--- src/rtl/fetch_stream_queue.sv ---
// fetch_stream_queue: in-order queue of predicted fetch streams between predictor, fetch unit and backend.
module fetch_stream_queue #(
    parameter int DEPTH   = 16,
    parameter int VADDR_W = 32,
    parameter int SIZE_W  = 4,
    parameter int IDX_W   = $clog2(DEPTH)
) (
    input  logic               clk,
    input  logic               rst,
    input  logic               pred_en,
    input  logic [VADDR_W-1:0] pred_start,
    input  logic [VADDR_W-1:0] pred_target,
    input  logic [SIZE_W-1:0]  pred_size,
    input  logic               pred_taken,
    input  logic               pred_redirect,
    input  logic [IDX_W-1:0]   redirect_idx,
    output logic               stall,
    output logic [IDX_W-1:0]   stream_idx,
    output logic               stream_dir,
    output logic               squash,
    output logic [VADDR_W-1:0] squash_target,
    output logic               fetch_valid,
    input  logic               fetch_ready,
    output logic [IDX_W-1:0]   fetch_idx,
    output logic [VADDR_W-1:0] fetch_start,
    output logic [VADDR_W-1:0] fetch_target,
    output logic [SIZE_W-1:0]  fetch_size,
    output logic               fetch_taken,
    output logic               fetch_flush,
    input  logic               be_squash,
    input  logic [IDX_W-1:0]   be_squash_idx,
    input  logic [VADDR_W-1:0] be_squash_target,
    input  logic               commit_valid
);
    logic [IDX_W:0]       wr_ptr, fe_ptr, cm_ptr, wr_nx, fe_nx, wr_prev, sq_wr;
    logic [IDX_W-1:0]     sq_nidx, wr_idx;
    logic [VADDR_W-1:0]   start_q [DEPTH];
    logic [VADDR_W-1:0]   target_q [DEPTH];
    logic [SIZE_W-1:0]    size_q [DEPTH];
    logic                 taken_q [DEPTH];
    logic                 enq, redir, fire, rewind;
    assign wr_idx      = wr_ptr[IDX_W-1:0];
    assign stall       = (wr_idx == cm_ptr[IDX_W-1:0]) && (wr_ptr[IDX_W] != cm_ptr[IDX_W]);
    assign stream_idx  = wr_idx;
    assign stream_dir  = wr_ptr[IDX_W];
    assign enq         = pred_en & ~stall & ~pred_redirect & ~be_squash & ~squash;
    assign redir       = pred_en & pred_redirect & ~stall & ~be_squash & ~squash;
    assign fetch_valid = (fe_ptr != wr_ptr) & ~squash;
    assign fire        = fetch_valid & fetch_ready & ~be_squash;
    assign fetch_idx   = fe_ptr[IDX_W-1:0];
    assign fetch_start  = start_q[fetch_idx];
    assign fetch_target = target_q[fetch_idx];
    assign fetch_size   = size_q[fetch_idx];
    assign fetch_taken  = taken_q[fetch_idx];
    assign wr_prev     = wr_ptr - 1'b1;
    assign rewind      = redir & ((fe_ptr == wr_ptr) | (fire & (fetch_idx == redirect_idx)));
    // The surviving entry is live, so a wrapped or equal index lies one lap past the head.
    assign sq_nidx     = be_squash_idx + 1'b1;
    assign sq_wr       = {cm_ptr[IDX_W] ^ (sq_nidx <= cm_ptr[IDX_W-1:0]), sq_nidx};
    always_comb begin
        wr_nx = be_squash ? sq_wr : enq ? wr_ptr + 1'b1 : wr_ptr;
        fe_nx = be_squash ? sq_wr : rewind ? wr_prev : fire ? fe_ptr + 1'b1 : fe_ptr;
    end
    always_ff @(posedge clk) begin
        if (rst) begin
            wr_ptr        <= '0;
            fe_ptr        <= '0;
            cm_ptr        <= '0;
            squash        <= 1'b0;
            squash_target <= '0;
            fetch_flush   <= 1'b0;
        end else begin
            wr_ptr        <= wr_nx;
            fe_ptr        <= fe_nx;
            cm_ptr        <= commit_valid ? cm_ptr + 1'b1 : cm_ptr;
            squash        <= be_squash;
            squash_target <= be_squash ? be_squash_target : squash_target;
            fetch_flush   <= rewind;
        end
    end
    always_ff @(posedge clk) begin
        if (be_squash) begin
            target_q[be_squash_idx] <= be_squash_target;
            taken_q[be_squash_idx]  <= 1'b1;
        end else if (redir | enq) begin
            start_q[redir ? redirect_idx : wr_idx]  <= pred_start;
            target_q[redir ? redirect_idx : wr_idx] <= pred_target;
            size_q[redir ? redirect_idx : wr_idx]   <= pred_size;
            taken_q[redir ? redirect_idx : wr_idx]  <= pred_taken;
        end
    end
endmodule

--- config.mk ---
export PLATFORM = sky130hd
export DESIGN_NAME = fetch_stream_queue
export DESIGN_NICKNAME = d
export VERILOG_FILES = /design/src/rtl/fetch_stream_queue.sv
export SDC_FILE = /design/constraint.sdc
export NUM_CORES = 1
export LEC_CHECK = 0
export ABC_CLOCK_PERIOD_IN_PS = 3450
export BUFFER_PORTS_ARGS = -buffer_cell sky130_fd_sc_hd__buf_2
export CAP_MARGIN = 40
export CORE_MARGIN = 4
export CORE_UTILIZATION = 51
export DETAILED_ROUTE_END_ITERATION = 12
export PLACE_DENSITY = 0.79
export SLEW_MARGIN = 20
export SYNTH_ARGS = -nofsm -noshare
export SYNTH_HDL_FRONTEND = slang
export SYNTH_SLANG_ARGS = --single-unit
--- constraint.sdc ---
create_clock -name clk -period 3.45 [get_ports clk]
set_clock_uncertainty 0.2 [all_clocks]
set_input_delay 0.345 -clock clk [delete_from_list [all_inputs] [get_ports clk]]
set_output_delay 0.345 -clock clk [all_outputs]
set_load 0.02 [all_outputs]
Word level (Yosys, flattened, before mapping)

Memories as Yosys holds them, arrays and structs flattened. A register that Yosys moved wholly into a read port is not among the register bits.
Cells that the tools add are included.

Memory bits (read-only): 0
Word-level logic and storage cells: 71
Bits in writable memories: 1104
Bits in registers: 49
Output and inout bits: 114
Memories kept: 4
Input bits: 116
Latch bits: 0

Memory list:

| name     | words | bits a word | read ports | clocked after memory_dff | wr ports | line | text |
|---|---|---|---|---|---|---|---|
| start_q  | 16    | 32          | 1          | 1                        | 1        | 37   | `logic [VADDR_W-1:0] start_q [DEPTH];` |
| target_q | 16    | 32          | 1          | 1                        | 1        | 38   | `logic [VADDR_W-1:0] target_q [DEPTH];` |
| size_q   | 16    | 4           | 1          | 1                        | 1        | 39   | `logic [SIZE_W-1:0] size_q [DEPTH];` |
| taken_q  | 16    | 1           | 1          | 1                        | 1        | 40   | `logic taken_q [DEPTH];` |

Magnitude comparators: 1
Reduce and logical (&&, ||, !) cells: 5
Add/subtract/negate cells: 5
Equality and inequality tests: 5
Multiply operators: 0
Shift operators: 0
Bitwise operators: 20
Mux-type cells: 25
Divide/modulo/power cells: 0

Operator list:

| cell                  | count |
|---|---|
| $mux W4               | 11 |
| $mux W32              | 1 |
| $reduce_or A32 Y1     | 1 |
| $mux W5               | 5 |
| $add A5 B1 Y5 const B | 3 |
| $and A1 B1 Y1         | 13 |
| $eq A4 B4 Y1          | 2 |
| $mux W1               | 8 |
| $eq A5 B5 Y1          | 1 |
| $ne A5 B5 Y1          | 1 |
| $sub A5 B1 Y5 const B | 1 |
| $add A4 B1 Y4 const B | 1 |
| $le A4 B4 Y1          | 1 |
| $not A1 Y1            | 4 |
| $reduce_bool A3 Y1    | 1 |
| $or A1 B1 Y1          | 2 |
| $reduce_bool A2 Y1    | 1 |
| $logic_and A1 B1 Y1   | 1 |
| $ne A1 B1 Y1          | 1 |
| $reduce_or A1 Y1      | 1 |
| $xor A1 B1 Y1         | 1 |

Logic depth before layout (Yosys ltp)

Depth in word-level cells: 13
Mapped depth: 9

Worst setup path after synthesis

OpenSTA, ideal clock, no wires.

Path type: register -> register
Start: register wr_ptr[0]
End: memory size_q[0][0], enable pin
Data required time: 2821 ps
Period minus slack after synthesis: 3798 ps
Setup time: 429 ps
Arrival time: 3168 ps
Cell stages (with the launch flop): 9
Slack: -348 ps
Buffers on the path: 2
Cell sequence: dfxtp_1 > buf_2 > xor2_1 > nor3_2 > a21oi_4 > buf_4 > nand2_2 > mux2i_1 > nor2_1

Word-level cells in the longest chain between the ends: 11

Ends and longest elaborated chain:

| item                        | line   | text |
|---|---|---|
| from (decl)                 | 35     | `logic [IDX_W:0] wr_ptr, fe_ptr, cm_ptr, wr_nx, fe_nx, wr_prev, sq_wr;` |
| from (signal assigned)      | 73     | `wr_ptr <= wr_nx;` |
| $eq A4 B4 Y1                | 43     | `assign stall = (wr_idx == cm_ptr[IDX_W-1:0]) && (wr_ptr[IDX_W] != cm_ptr[IDX_W]);` |
| $logic_and A1 B1 Y1         | 43     |  |
| $not A1 Y1                  | 46, 47 |  |
| $and A1 B1 Y1 (4 in series) | 46     | `assign enq = pred_en & ~stall & ~pred_redirect & ~be_squash & ~squash;` |
| $or A1 B1 Y1                | 85     | `end else if (redir \| enq) begin` |
| $mux W1                     | 85     |  |
| $mux W1                     | 82     | `if (be_squash) begin` |
| $mux W1                     | 88     | `size_q[redir ? redirect_idx : wr_idx] <= pred_size;` |
| to (decl)                   | 39     |  |

Parallel ways exist; a longest one is shown, timed or not.

==> results.yml <==
status:
  outcome: "finished, final reports clean"
critical_path:
  critPathMaxFanout: 16
  path_delay_family: "multiplexers"
  crit_chain: "buf_12 -> buf_12 -> buf_16 -> mux4_2 -> mux4_2 -> buf_6"
  crit_required_ns: 2.90
  crit_arrival_ns: 2.89
  critPathBufInv: 4
  cpMaxStageDelayCell: "mux4_2"
  slowest_delay_ns: 0.53
  startpoint_type: "flip-flop"
  critPathKind: "flip-flop to output pin"
  end_kind: "output pin"
logic_synthesis:
  syn_nets: 2026
  synthCells: 1901
  synth_seq_cells: 1157
  ys.flop_type: "edfxtp_1"
  synth_async_sr_flop_share_pct: 0
  synth_top_family_by_area: "multiplexers"
  synth_compound_area_share_pct: 0.5607
  synth_simple_gate_area_share_pct: 1.405
  ys_types: 46
  synthXorXnorAreaFrac_pct: 0.5887
  synth_warnings: 0
  synth_most_common_cell: "edfxtp_1"
  synthMuxAreaShare_pct: 19.17
  ys_seq_area_share_pct: 76.66
  synthTopCellsByArea: "edfxtp_1 74%, mux4_2 17%, dfxtp_1 2.4%"
  synth_fa_ha_area_share_pct: 0.2523
  avgSynthCellArea_um2: 23.48
  synth_top_cell_area_share_pct: 74.28
  synth_edf_count: 1104
  syn_area_um2: 44630
  yosys.area.top_type: "edfxtp_1"
  ys_top_cells_by_count: "1104 x edfxtp_1, 345 x mux4_2, 88 x nor2_1"
pwr:
  p_int_uw: 23980
  combPwrFrac_pct: 10.4
  leakage_uw: 0.01704
  p_seq_share_pct: 50.6
  p_clk_share_pct: 39.0
  p_per_area_nw_per_um2: 590.2
  p_switching_uw: 7345
  ir_drop_uv: 474.0
  switching_share_pct: 23.45
sta:
  maxSlewHeadroom_pct: 43.65
  tightestPinTransition_ns: 0.8453
  timing.fmax_ghz: 0.2915
  setup_violations: 0
  hold_violations: 0
  drv_slew: 0
  layout_setup_ws_ns: 0.01964
  min_period_over_period_pct: 99.43
  rsz0062_at_grt: "yes"
  period_needed_ns: 3.430
detailed_routing:
  drc_errors: 0
  antenna_left: 0
  avgViaCountPerCell: 6.228
  drt-total-wl_um: 111700
  drt_iter0_drc: 2749
  detail_route.wl_per_cell_um: 31.28
  via_count: 22250
  first_pass_iters: 5
clock_network:
  clk_latency_ns: 0.67
  cts_buffers: 110
  cts_tree: "done"
  ctsHtreeMaxLevel: 3
  clock-root-buffer: "clkbuf_16"
  clkSlewWorstSetupHoldPaths_ns: 0.06
  clk_path_buf_depth: 3
  clock_sinks: 1157
cells_and_area:
  drive_above_1_share_pct: 37.36
  nets: 2449
  fin_area_um2: 53080
  area_delta_synth_final_pct: 18.93
  num_antenna_cells: 0
  fillers: 5681
  fin_cells: 3572
placement:
  portBuffers: 229
  pre_cts_ws_ns: 0.2782
  dpl_cell_area_um2: 47990
  gp_congestion: 0.8106
  place_hpwl_um: 52900
  placed_cells_incl_taps: 3245
die:
  initial_core_util_pct: 51.45
  pin_count: 230
  core_area_um2: 86750
  die_w_um: 303.8
  rows: 108
  die-area_um2: 92310
  die_h_um: 303.8
global_route:
  grt_pass1_wl_um: 163300
  grt_max_degree: 59
  overflow: 0
  grt_pass1_vias: 23580
  grt_use_total_pct: 24.17
  grt_antenna_before_repair: 1
flow_run:
  cap_violations: 0
hold_path:
  hold_path.class: "primary input to flip-flop"
-- area by class of cell --
type	instances	area, µm²	area share (%)
inverter	10	37.54	0.07072
tap	1155	1445	2.723
timing repair buffer	413	3682	6.937
sequential	1157	34230	64.49
clock buffer	130	2858	5.384
multi-input combinational	632	10050	18.93
clock inverter	75	780.7	1.471
-- power by group through the flow --
| stage | clock [µW] | sequential (µW) | combinational, µW |
|---|---|---|---|
| after global placement | 0 | 16100 | 2890 |
| after global routing | 13000 | 15800 | 3450 |
| after detailed placement | 0 | 16100 | 2960 |
| after CTS | 12300 | 15800 | 3230 |
| after floorplan | 0 | 16100 | 1980 |
| final | 12200 | 15800 | 3270 |
-- sequential cells by signal, indices dropped and copies added, names as in the netlist, named ones only --
name           count
start_q          512
target_q         512
size_q            64
squash_target     32
taken_q           16
cm_ptr             5
fe_ptr             5
wr_ptr             5
fetch_flush        1
squash             1
-- layout by cell type (no fill, tap or decap), types with 8 or more instances in the layout --
cell | Yosys | layout
dlygate4sd3_1 | 0 | 98
nor2_1 | 88 | 57
nand2_1 | 16 | 16
buf_6 | 12 | 11
dfxtp_1 | 53 | 49
buf_2 | 14 | 221
clkbuf_1 | 47 | 17
clkinv_1 | 1 | 22
xnor2_1 | 18 | 18
ha_1 | 9 | 9
buf_4 | 22 | 20
nor2_4 | 0 | 31
bufinv_16 | 0 | 11
clkbuf_16 | 0 | 112
inv_1 | 9 | 9
edfxtp_1 | 1104 | 1104
xor2_1 | 12 | 12
mux2i_1 | 39 | 39
nand3_1 | 8 | 8
buf_12 | 0 | 47
mux4_2 | 345 | 345
buf_16 | 0 | 9
mux2_2 | 35 | 35
clkinv_2 | 0 | 28
-- worst paths after layout --
check             slack (ns)                 to  cells after the start               from
hold / removal          0.07          wr_ptr[3]                      5   be_squash_idx[3]
setup reg to reg        0.31    start_q[15][25]                      6          wr_ptr[3]
setup / recovery        0.02    fetch_start[20]                      6          flip-flop
hold reg to reg         0.30  squash_target[23]                      2  squash_target[23]
-- cells by family after synthesis --
logic type      Yosys count
fa+ha+maj                 9
flops                  1157
compound gates           32
xor+xnor                 30
simple gates            142
buf+inv                 112
mux                     419
-- worst min-delay path: cells and delay by family --
kind / cells / cell delay [ns]
buf+inv: 1 / 0.14
xor+xnor: 1 / 0.12
compound gates: 1 / 0.12
simple gates: 2 / 0.15
-- stage by stage --
stage	util (%)	hold WS, ns	power (µW)	setup TNS [ns]
after floorplan	-	0.2439	18060	-149.97
after global placement	55.30	0.2670	18990	0
after detailed placement	55.32	0.2802	19090	0
after CTS	61.00	0.004616	31380	-0.5568
after global routing	61.18	0.06157	32340	-0.3675
final	61.18	0.06800	31320	0
-- timing repair --
action | CTS | global route
buffers inserted | 6 | 9
hold endpoints to repair | 902 | 0
endpoints found under the setup margin | 59 | 38
gates resized for setup | 34 | 0
gates cloned | 4 | 2
hold buffers | 98 | 0
-- per-layer routing --
metal	global-route usage, %	vias to the layer above	wire [µm]
li1	-	8907	-
met1	30.56	11660	39150
met2	41.91	1428	58610
met3	4.732	248	9506
met4	9.035	0	4465
met5	0	-	0
Power figures use the tool's default switching activity.
